## src/rtl/peak_sample_streamer.sv

```systemverilog
// peak_sample_streamer
//   Transmit-side sample source for the peak finder. A host/loader fills a
//   K-entry buffer of signed N-bit samples. On start, the block is streamed one
//   sample per clock on ready/in_data. Streaming pauses while the peak finder
//   raises send_data and ends early on stop. All outputs are registered.
//
// Ports
//   clk, rst_n        clock, asynchronous active-low reset (clears the buffer)
//   wr_en/addr/data   buffer write port, honoured only in IDLE or DONE
//   start, len        begin streaming len samples (len 0 rejected, len>K clamped)
//   send_data, stop   peak finder hold / terminate requests
//   ready, in_data    sample valid strobe and sample presented to the peak finder
//   busy, done        STREAM/HOLD indicator, block-complete flag
//   sent_cnt          samples presented in the current block
//   len_err           one-cycle pulse when start is rejected for len==0
module peak_sample_streamer #(
    parameter int N  = 16,
    parameter int K  = 42,
    parameter int AW = 6
) (
    input  logic          clk,
    input  logic          rst_n,
    input  logic          wr_en,
    input  logic [AW-1:0] wr_addr,
    input  logic [N-1:0]  wr_data,
    input  logic          start,
    input  logic [AW-1:0] len,
    input  logic          send_data,
    input  logic          stop,
    output logic          ready,
    output logic [N-1:0]  in_data,
    output logic          busy,
    output logic          done,
    output logic [AW-1:0] sent_cnt,
    output logic          len_err
);

    localparam logic [AW-1:0] K_AW  = AW'(K);
    localparam logic [AW-1:0] ONE   = AW'(1);

    typedef enum logic [1:0] {
        S_IDLE,
        S_STREAM,
        S_HOLD,
        S_DONE
    } state_t;

    state_t          state_q, state_d;
    logic            ready_q, ready_d;
    logic [N-1:0]    in_data_q, in_data_d;
    logic            busy_q, busy_d;
    logic            done_q, done_d;
    logic [AW-1:0]   sent_cnt_q, sent_cnt_d;
    logic            len_err_q, len_err_d;
    logic [AW-1:0]   len_q, len_d;
    logic [N-1:0]    mem_q [K];
    logic [N-1:0]    mem_d [K];

    always_comb begin
        state_d    = state_q;
        ready_d    = 1'b0;
        in_data_d  = in_data_q;
        done_d     = done_q;
        sent_cnt_d = sent_cnt_q;
        len_err_d  = 1'b0;
        len_d      = len_q;
        mem_d      = mem_q;

        case (state_q)
            S_IDLE, S_DONE: begin
                if (wr_en && (wr_addr < K_AW)) begin
                    mem_d[wr_addr] = wr_data;
                end
                if (start) begin
                    if (len == '0) begin
                        len_err_d = 1'b1;
                    end else begin
                        len_d      = (len > K_AW) ? K_AW : len;
                        state_d    = S_STREAM;
                        ready_d    = 1'b1;
                        in_data_d  = mem_q[0];
                        sent_cnt_d = ONE;
                        done_d     = 1'b0;
                    end
                end
            end

            S_STREAM: begin
                if (stop) begin
                    state_d = S_DONE;
                    done_d  = 1'b1;
                end else if (send_data) begin
                    // presented sample is consumed; resume continues at sent_cnt
                    state_d = S_HOLD;
                end else if (sent_cnt_q == len_q) begin
                    state_d = S_DONE;
                    done_d  = 1'b1;
                end else begin
                    ready_d    = 1'b1;
                    in_data_d  = mem_q[sent_cnt_q];
                    sent_cnt_d = sent_cnt_q + ONE;
                end
            end

            S_HOLD: begin
                if (stop) begin
                    state_d = S_DONE;
                    done_d  = 1'b1;
                end else if (!send_data) begin
                    if (sent_cnt_q == len_q) begin
                        state_d = S_DONE;
                        done_d  = 1'b1;
                    end else begin
                        state_d    = S_STREAM;
                        ready_d    = 1'b1;
                        in_data_d  = mem_q[sent_cnt_q];
                        sent_cnt_d = sent_cnt_q + ONE;
                    end
                end
            end

            default: begin
                state_d = S_IDLE;
            end
        endcase

        busy_d = (state_d == S_STREAM) || (state_d == S_HOLD);
    end

    always_ff @(posedge clk or negedge rst_n) begin
        if (!rst_n) begin
            state_q    <= S_IDLE;
            ready_q    <= 1'b0;
            in_data_q  <= '0;
            busy_q     <= 1'b0;
            done_q     <= 1'b0;
            sent_cnt_q <= '0;
            len_err_q  <= 1'b0;
            len_q      <= '0;
            mem_q      <= '{default: '0};
        end else begin
            state_q    <= state_d;
            ready_q    <= ready_d;
            in_data_q  <= in_data_d;
            busy_q     <= busy_d;
            done_q     <= done_d;
            sent_cnt_q <= sent_cnt_d;
            len_err_q  <= len_err_d;
            len_q      <= len_d;
            mem_q      <= mem_d;
        end
    end

    assign ready    = ready_q;
    assign in_data  = in_data_q;
    assign busy     = busy_q;
    assign done     = done_q;
    assign sent_cnt = sent_cnt_q;
    assign len_err  = len_err_q;

endmodule
```

## config.mk

```make
export PLATFORM = sky130hd
export DESIGN_NAME = peak_sample_streamer
export DESIGN_NICKNAME = d
export VERILOG_FILES = /design/src/rtl/peak_sample_streamer.sv
export SDC_FILE = /design/constraint.sdc
export NUM_CORES = 1
export LEC_CHECK = 0
export ABC_AREA = 0
export CAP_MARGIN = 15
export CORE_MARGIN = 2
export CORE_UTILIZATION = 45
export CTS_CLUSTER_DIAMETER = 40
export CTS_CLUSTER_SIZE = 25
export DETAILED_ROUTE_END_ITERATION = 8
export PLACE_DENSITY = 0.62
export SETUP_SLACK_MARGIN = 0.2
export SYNTH_ARGS = -nofsm -noshare
export SYNTH_HDL_FRONTEND = slang
export SYNTH_SLANG_ARGS = --single-unit
```

## constraint.sdc

```tcl
create_clock -name clk -period 2.7 [get_ports clk]
set_clock_uncertainty 0.2 [all_clocks]
set_input_delay 0.54 -clock clk [delete_from_list [all_inputs] [get_ports clk]]
set_output_delay 0.54 -clock clk [all_outputs]
set_load 0.005 [all_outputs]
```

Yosys cells after proc, flatten, opt, wreduce, memory -nomap -nowiden
Cells that the tools add are included.
{ "totals": {"reg_bits": 706, "output_inout_bits": 26, "wordCells": 126} }
{ "op_classes": {"add_sub_neg": 1, "order_cmp": 5, "n_eq_ne": 13, "mux": 43, "n_bitwise": 3, "n_reduce_logical": 11} }
{ "ops": {"columns": ["operator", "n"], "rows": [
  ["$bwmux 672", 1],
  ["$mux 16", 8],
  ["$bmux 16 s6", 1],
  ["$demux 16 s6", 1],
  ["$mux 6", 6],
  ["$pmux 16 s2", 1],
  ["$mux 2", 8],
  ["$ge 7x7->1 const B", 2],
  ["$not 6->7", 2],
  ["$mux 1", 13],
  ["$pmux 6 s2", 1],
  ["$ne 2x2->1 const B", 5],
  ["$lt 7x1->1 const B", 1],
  ["$add 6x1->6 const B", 1],
  ["$eq 2x2->1 const B", 3],
  ["$eq 6x6->1", 1],
  ["$gt 6x6->1 const B", 1],
  ["$logic_not 6->1", 1],
  ["$lt 6x6->1 const B", 1],
  ["$pmux 2 s3", 1],
  ["$reduce_and 5->1", 1],
  ["$eq 2x1->1 const B", 2],
  ["$pmux 1 s2", 2],
  ["$reduce_and 4->1", 1],
  ["9 further kinds", 11]
]} }

Logic depth before layout (Yosys ltp)
{ "depth": {"depth_word": 8, "ltp_mapped": 10, "depth_no_buf": 8} }

Worst setup path before layout
OpenSTA, ideal clock, no wires.
{ "synth_timing": {"path_kind": "register to register", "from": "register state_q[0]", "to": "register mem_q[21] in the netlist's numbering", "setup_ns": 0.125, "t_arrival_ns": 2.338, "required_time_ns": 2.375, "slack_ns": 0.037, "stages_incl_launch_ff": 10, "period_less_slack_ns": 2.663, "path_cell_list": "dfrtp_1 inv_1 ha_1 nand2_2 a2111oi_4 nand2b_1 clkbuf_1 nor3_2 buf_2 mux2_2"} }
{ "synth_via": {"elab_chain_len": 3} }
{ "synth_lines": {"columns": ["item", "line", "text"], "rows": [
  ["start, declared", "48", "state_t state_q, state_d;"],
  ["start signal, assigned", "142", "state_q <= state_d;"],
  ["$eq 2x2->1 / $logic_not 2->1 (equally long branches)", "69", "case (state_q)"],
  ["$reduce_or 2->1 *", "69", null],
  ["$reduce_and 2->1 (no line) *", null, null],
  ["end signal, assigned", "150", "mem_q <= mem_d;"],
  ["end, declared", "56", "logic [N-1:0] mem_q [K];"]
]} }
Mark *: on every way between the ends. The rest lies on a longest branch, timed or not.
A chain may end at the register's enable or synchronous reset.

Worst setup path in the final report
{ "layout_timing": {"from": "register sent_cnt_q[2] (netlist: sent_cnt[2])", "to": "register in_data_q[14] (netlist: in_data[14])"} }
{ "layout_via": {"elab_chain_len": 8} }
{ "layout_lines": {"columns": ["item", "line", "text"], "rows": [
  ["start, declared", "53", "logic [AW-1:0] sent_cnt_q, sent_cnt_d;"],
  ["start signal, assigned", "147", "sent_cnt_q <= sent_cnt_d;"],
  ["$not 6->7 (implied by the code)", "100, 116", null],
  ["$bmux 16 s6", "100, 116", null],
  ["$mux 16 (implied by the code) (2 in series)", "100, 116", null],
  ["$mux 16", "95, 110", null],
  ["$mux 16", "109", "end else if (!send_data) begin"],
  ["$mux 16", "89", "if (stop) begin"],
  ["$pmux 16 s2", "69", null],
  ["end signal, assigned", "144", "in_data_q <= in_data_d;"],
  ["end, declared", "50", "logic [N-1:0] in_data_q, in_data_d;"]
]} }
Several ways; a longest one is shown, not always the timed one. The select of a mux whose other input is x is not followed.

==> results.toml <==
[floorplan]
start_util_pct = 45.6
core-area_mm2 = 0.0716
die_h_um = 273
std_cell_rows = 98
dieArea_mm2 = 0.0747
pin_count = 60
die_w_um = 273

[sta]
timing.final.crit_share_pct = 98.1
grt_setup_unrepaired = "true"
slew_violations = 0
min_period_ps = 2650
hold_viol_final = 0
tightest_slew_ps = 764
max_freq_mhz = 378
setup_viol = 0
whs_ps = 197
relSlewSlack_pct = 49.1

[setup_path]
crit_path_end_kind = "register"
start_kind = "register"
cpPeakStageDelay_ps = 490
r2r_slack_ps = 50
regToRegStartpoint = "sent_cnt[2]"
critPathArrivalTime_ps = 2960
path_max_fanout = 6
crit_required_ps = 3020
worstPathCellList = "buf_6 > xor2_1 > o41a_1 > nor3_4 > inv_2 > buf_4 > o21ai_0 > o21ai_1"
ff2ff_path_depth = 8
cpMaxStageDelayCell = "o41a_1"
r2r-end = "in_data[14]"
path_class = "reg -> reg"

[synth]
syn_inst = 2214
netlist_area_mm2 = 0.0326
synth_area_per_cell_um2 = 14.7
ys_warn_count = 0
synth-main-ff-cell = "dfrtp_1"
yosysSeqAreaShare_pct = 54.1
ys_ff_latch = 706
yosysUniqueCellTypes = 67
synth_enable_flop_cells = 0
synth_nets = 2251
ys_async_sr_fraction_pct = 100

[pwr]
p_per_area_mw_per_mm2 = 918
total_leakage_power_nw = 20.0
ir_worst_vdd_mv = 0.737

[finish]
fill_cells = 5387
antennaDiodeCount = 0
design_area_mm2 = 0.0421
drive_gt1_share_pct = 57.5
area_growth_pct = 28.8
fin_util_pct = 58.7
nets = 2539

[clock_network]
worstSkewPairLatency_ps = 680
cts_buffer_depth = 3
cts.sinks = 706
cts_buffers = 107
ctsRootBufferMaster = "clkbuf_16"
cts.clk_slew.worst_paths_ps = 50
cts_tree = "yes"
ctsHtreeMaxLevel = 3

[place]
place.gp.congestion = 0.913
dpl.hpwl_mm = 61.2
port_buffers = 59
place_area_mm2 = 0.0363

[detailed_routing]
vias = 21000
drt_iter0_drc = 1531
ant_nets = 0
wl_per_cell_um = 27.9
first_pass_iters = 5
wirelength_mm = 98.5
post-route-drc-count = 0
drt-vias-per-instance = 5.95

[global_routing]
antenna_found_initial = 1
grtUsageTotal_pct = 26.2
overflow = 0
grt_pass1_wl_mm = 146
grt_max_degree = 86
grt_pass1_vias = 22300

[flow_run]
drv_cap = 0

[hold_path]
hold_class = "in -> async"

[run_status]
status = "finished clean"
[Yosys cell counts, drive strengths merged, types with 5 or more instances]
| cell type | n | area share [%] |
|---|---|---|
| inv | 8 | 0.092 |
| a21oi | 19 | 0.30 |
| a211o | 10 | 0.27 |
| nor3 | 10 | 0.22 |
| o31ai | 12 | 0.28 |
| a31oi | 19 | 0.36 |
| mux4 | 118 | 8.1 |
| nor2 | 29 | 0.41 |
| o221ai | 14 | 0.38 |
| o21ai | 29 | 0.44 |
| and2 | 6 | 0.12 |
| dfrtp | 706 | 54 |
| nand2b | 18 | 0.35 |
| nand3 | 12 | 0.18 |
| a221o | 9 | 0.28 |
| mux2i | 34 | 1.0 |
| nor2b | 18 | 0.35 |
| a22oi | 11 | 0.25 |
| xor2 | 7 | 0.19 |
| buf | 77 | 1.4 |
| a22o | 10 | 0.27 |
| a211oi | 19 | 0.44 |
| a31o | 5 | 0.13 |
| clkbuf | 122 | 1.4 |
| o22ai | 23 | 0.44 |
| a221oi | 8 | 0.21 |
| mux2 | 735 | 25 |
| nor3b | 6 | 0.17 |
| nand2 | 61 | 0.74 |
| nand4 | 8 | 0.15 |
[per-layer routing]
| layer | wire, µm | part of all wire [%] | global-route usage, % |
|---|---|---|---|
| met3 | 5610 | 5.7 | 4.01 |
| met5 | 0 | 0 | 0 |
| met1 | 42200 | 43 | 36.1 |
| met2 | 47100 | 48 | 41.6 |
| met4 | 3590 | 3.6 | 10.7 |
[cells by family after synthesis]
logic type	Yosys count	share of synthesized area (%)
fa+ha+maj	3	0.115
flops	706	54.1
simple gates	195	3.33
mux	887	34.7
xor+xnor	10	0.268
buf+inv	207	2.92
compound gates	206	4.58
[power by group]
group,total [mW],internal (mW),switching [mW]
clock network,13.8,8.65,5.15
registers,13.4,12.4,1.01
logic,11.4,5.90,5.46
[cells in the final DEF, fill, tap and decap left out, drive strengths merged, types with 9 or more instances in the layout]
cell             n
o31ai           12
inv             14
mux2           735
o21ai           29
nand2           61
nand3           12
clkbuf         144
a221o            9
nor2            29
buf            316
a22oi           11
nor2b           18
a211oi          19
o221ai          14
o22ai           23
bufinv          10
clkinvlp        17
mux4           118
a22o            10
nor3            10
a21oi           19
dfrtp          706
clkdlybuf4s50   43
nand2b          18
a31oi           19
clkinv          28
mux2i           34
a211o           10
[state kept, by name, summed over array words and instances, names as in the netlist]
name      flops
busy          1
done          1
in_data      16
len_err       1
len_q         6
mem_q       672
ready         1
sent_cnt      6
state_q       2
[stage by stage]
| step | total power, mW | worst slack, ps | std cells | TNS (ps) |
|---|---|---|---|---|
| 2_1_floorplan | 18.7 | 156 | 2214 | 0 |
| 3_3_place_gp | 22.7 | -486 | 3281 | -137140 |
| 3_5_place_dp | 23.0 | -411 | 3281 | -144360 |
| 4_1_cts | 38.2 | 117 | 3512 | 0 |
| 5_1_grt | 40.1 | 45.4 | 3535 | 0 |
| 6_report | 38.6 | 51.3 | 3535 | 0 |
[how the worst max path moves through the flow]
stage               depth (start not counted)        start           to
finish                                      8  sent_cnt[2]  in_data[14]
CTS                                         9  sent_cnt[0]   in_data[3]
floorplan                                   8   wr_addr[3]   mem_q[197]
global placement                            7   wr_addr[4]   mem_q[512]
detailed placement                          7   wr_addr[4]   mem_q[508]
global route                                9  sent_cnt[0]   in_data[4]
[cell type report]
class	count	area [µm²]	share of cell area [%]
multi-input cells	1301	14900	35.5
repair buffers	378	4590	10.9
inverters	8	30.0	0.0714
clock inverters	61	734	1.75
flip-flops and latches	706	17700	42.0
clock buffers	131	2910	6.92
well taps	950	1190	2.83
[what timing repair did]
action | 4_1_cts | 5_1_grt
hold buffers | 1 | 0
buffers inserted | 27 | 12
cloned | 11 | 11
pin swaps | 34 | 17
hold endpoints to repair | 57 | 0
resized for setup | 127 | 139
endpoints found under the setup margin | 482 | 263
[critical path: cells and delay by family, from the launching register on]
kind	cells	cell delay [ps]
xor gates and xnor gates	1	170
and+or+nand+nor	1	390
AOI/OAI and AO/OA	3	840
DFF	1	390
buffers and inverters	3	500
Note: power is estimated with default switching activity, not from simulation.
==> patch (same settings) <==
The output `len_err` loses its register stage (`len_err_q` becomes a continuous assignment).
--- a/src/rtl/peak_sample_streamer.sv
+++ b/src/rtl/peak_sample_streamer.sv
@@ -135,7 +135,6 @@
             busy_q     <= 1'b0;
             done_q     <= 1'b0;
             sent_cnt_q <= '0;
-            len_err_q  <= 1'b0;
             len_q      <= '0;
             mem_q      <= '{default: '0};
         end else begin
@@ -145,11 +144,12 @@
             busy_q     <= busy_d;
             done_q     <= done_d;
             sent_cnt_q <= sent_cnt_d;
-            len_err_q  <= len_err_d;
             len_q      <= len_d;
             mem_q      <= mem_d;
         end
     end
+
+    assign len_err_q = len_err_d;
 
     assign ready    = ready_q;
     assign in_data  = in_data_q;
Function: not settled (the Yosys comparison gave no result); the edit may change what the design does.
==> patch against the original RTL <==
  * Power rose by 2.4%
  * Non-clock buffer count rose by 1
  * Cell area rose by 2.3%
  * Synthesized area barely moved
  * Sequential power barely moved
  * Sequential cell count fell by 1
  * Setup slack got worse by 22 ps
  * Routed wire length rose by 2.7%
==> patch: results (changes against the original RTL) <==
Run status
  – Outcome: complete, no violations

Route
  – Initial DRC Count: 1492 (-2.5%)
  – Total Wirelength: 101 mm (+2.7%)
  – Drt wl/cell: 28.5 um (+2.3%)

Pwr
  – Power per cell area: 918 nW/um2 (about the same)
  – Peak supply drop: 0.000945 V (+28%)
  – Clock power frac: 0.388 (+0.030)
  – Logic pwr share: 0.272 (-0.023)
  – Switch Pwr: 0.0115 W (-1.0%)
  – Leak pwr: 20.4 nW (+2.0%)

Synthesis
  – Largest cells by area after synthesis: dfrtp_1, mux2_2, mux4_2, clkbuf_1, mux2i_1
  – Synth Net Count: 2250 (-0.044%)
  – Avg Cell Area, Syn: 14.7 um2 (about the same)
  – Top cells by count, synth: mux2_2, dfrtp_1, clkbuf_1
  – Post-synthesis sequential area ratio: 0.541 (about the same)

Clocking
  – Clock latency at the later pin of the worst-skew pair: 660 ps (-20 ps)
  – CTS Buf Count: 109 (+1.9%)

Placement
  – Gp weighted congestion: 0.922 (+0.94%)
  – Pre-CTS setup slack: -350 ps (+61.4 ps)
  – Placed instance count: 3247 (-1.0%)
  – Dpl cell area: 36100 um2 (-0.75%)
  – DP HPWL: 60.0 mm (-2.0%)

Worst setup path
  – Largest fanout on the critical path: 16 (+10)
  – Top delay family on crit path: simple AND/OR/NAND/NOR gates
  – CP max stage cell: and2_1
  – Slowest stage delay, CP: 720 ps (+230 ps)
  – CP arrival: 3010 ps (+50 ps)

Layout
  – Final #Nets: 2541 (+0.079%)
  – Fillers: 5309 (-1.4%)
  – Layout cells sized above 1: 0.578 (+0.00322)
  – Layout area overhead: 32.0%

Global routing
  – First-pass GRT wire length: 143 mm (-1.8%)
  – Total track usage: 0.256 (-0.00557)
  – Largest net degree at the start of global routing: 67 (-22%)
  – Vias in the first global route: 22098 (-0.82%)
  – Initial antenna violation count: 1 (unchanged)

STA
  – Worst-margin pin slew: 872 ps (+109 ps)
==> patch: cell types whose count changed in the layout (fill, tap and decap cells not counted), sizes merged, moves of 2 or more <==
cell      unedited run  this run
bufinv              10        21
buf                316       302
clkinv              28        18
inv                 14        19
clkbuf             144       167
bufbuf               3         0
clkinvlp            17        19
==> patch: kinds of logic after synthesis <==
family | Yosys count | share of synthesized area
AOI/OAI and AO/OA | 206 | 0.0458
xor gates and xnor gates | 10 | 0.00269
adders and majority gates | 3 | 0.00115
buffers and inverters | 207 | 0.0293
DFF | 705 | 0.541
muxes | 887 | 0.347
and+or+nand+nor | 195 | 0.0333
==> patch: area by class of cell <==
type,instances,share of cell area
sequential,705,0.410
multi-input combinational,1301,0.356
timing repair buffer,379,0.112
clock buffer,138,0.0711
tap,950,0.0276
clock inverter,69,0.0230
inverter,8,0.000756
antenna,1,0.0000581
==> patch: worst paths after layout <==
check,depth (start not counted),from,to,slack [ps]
max,8,wr_addr[5],mem_q[316]$_DFFE_PN0P_,30
min in group clk,3,len[5],len_q[5]$_DFFE_PN0P_,280
min reg2reg,1,mem_q[54]$_DFFE_PN0P_,mem_q[54]$_DFFE_PN0P_,290
min,2,rst_n,mem_q[309]$_DFFE_PN0P_,220
max reg2reg,8,state_q[1]$_DFF_PN0_,mem_q[362]$_DFFE_PN0P_,80
max in group asynchronous,3,rst_n,sent_cnt[0]$_DFFE_PN0P_,1220
==> patch: timing repair <==
action                     in CTS  in global routing
setup endpoints to repair     251                638
hold endpoints to repair       20                  0
setup buffers                  40                 20
gates resized for setup       111                250
hold buffers                    1                  0
pin swaps                      22                 31
cloned                          5                 30
==> patch: metal layers <==
layer,track usage,share of wire,vias up
li1,-,-,8904
met1,0.349,0.42,11472
met2,0.421,0.49,646
met3,0.0370,0.053,170
met4,0.0913,0.033,0
met5,0,0,-
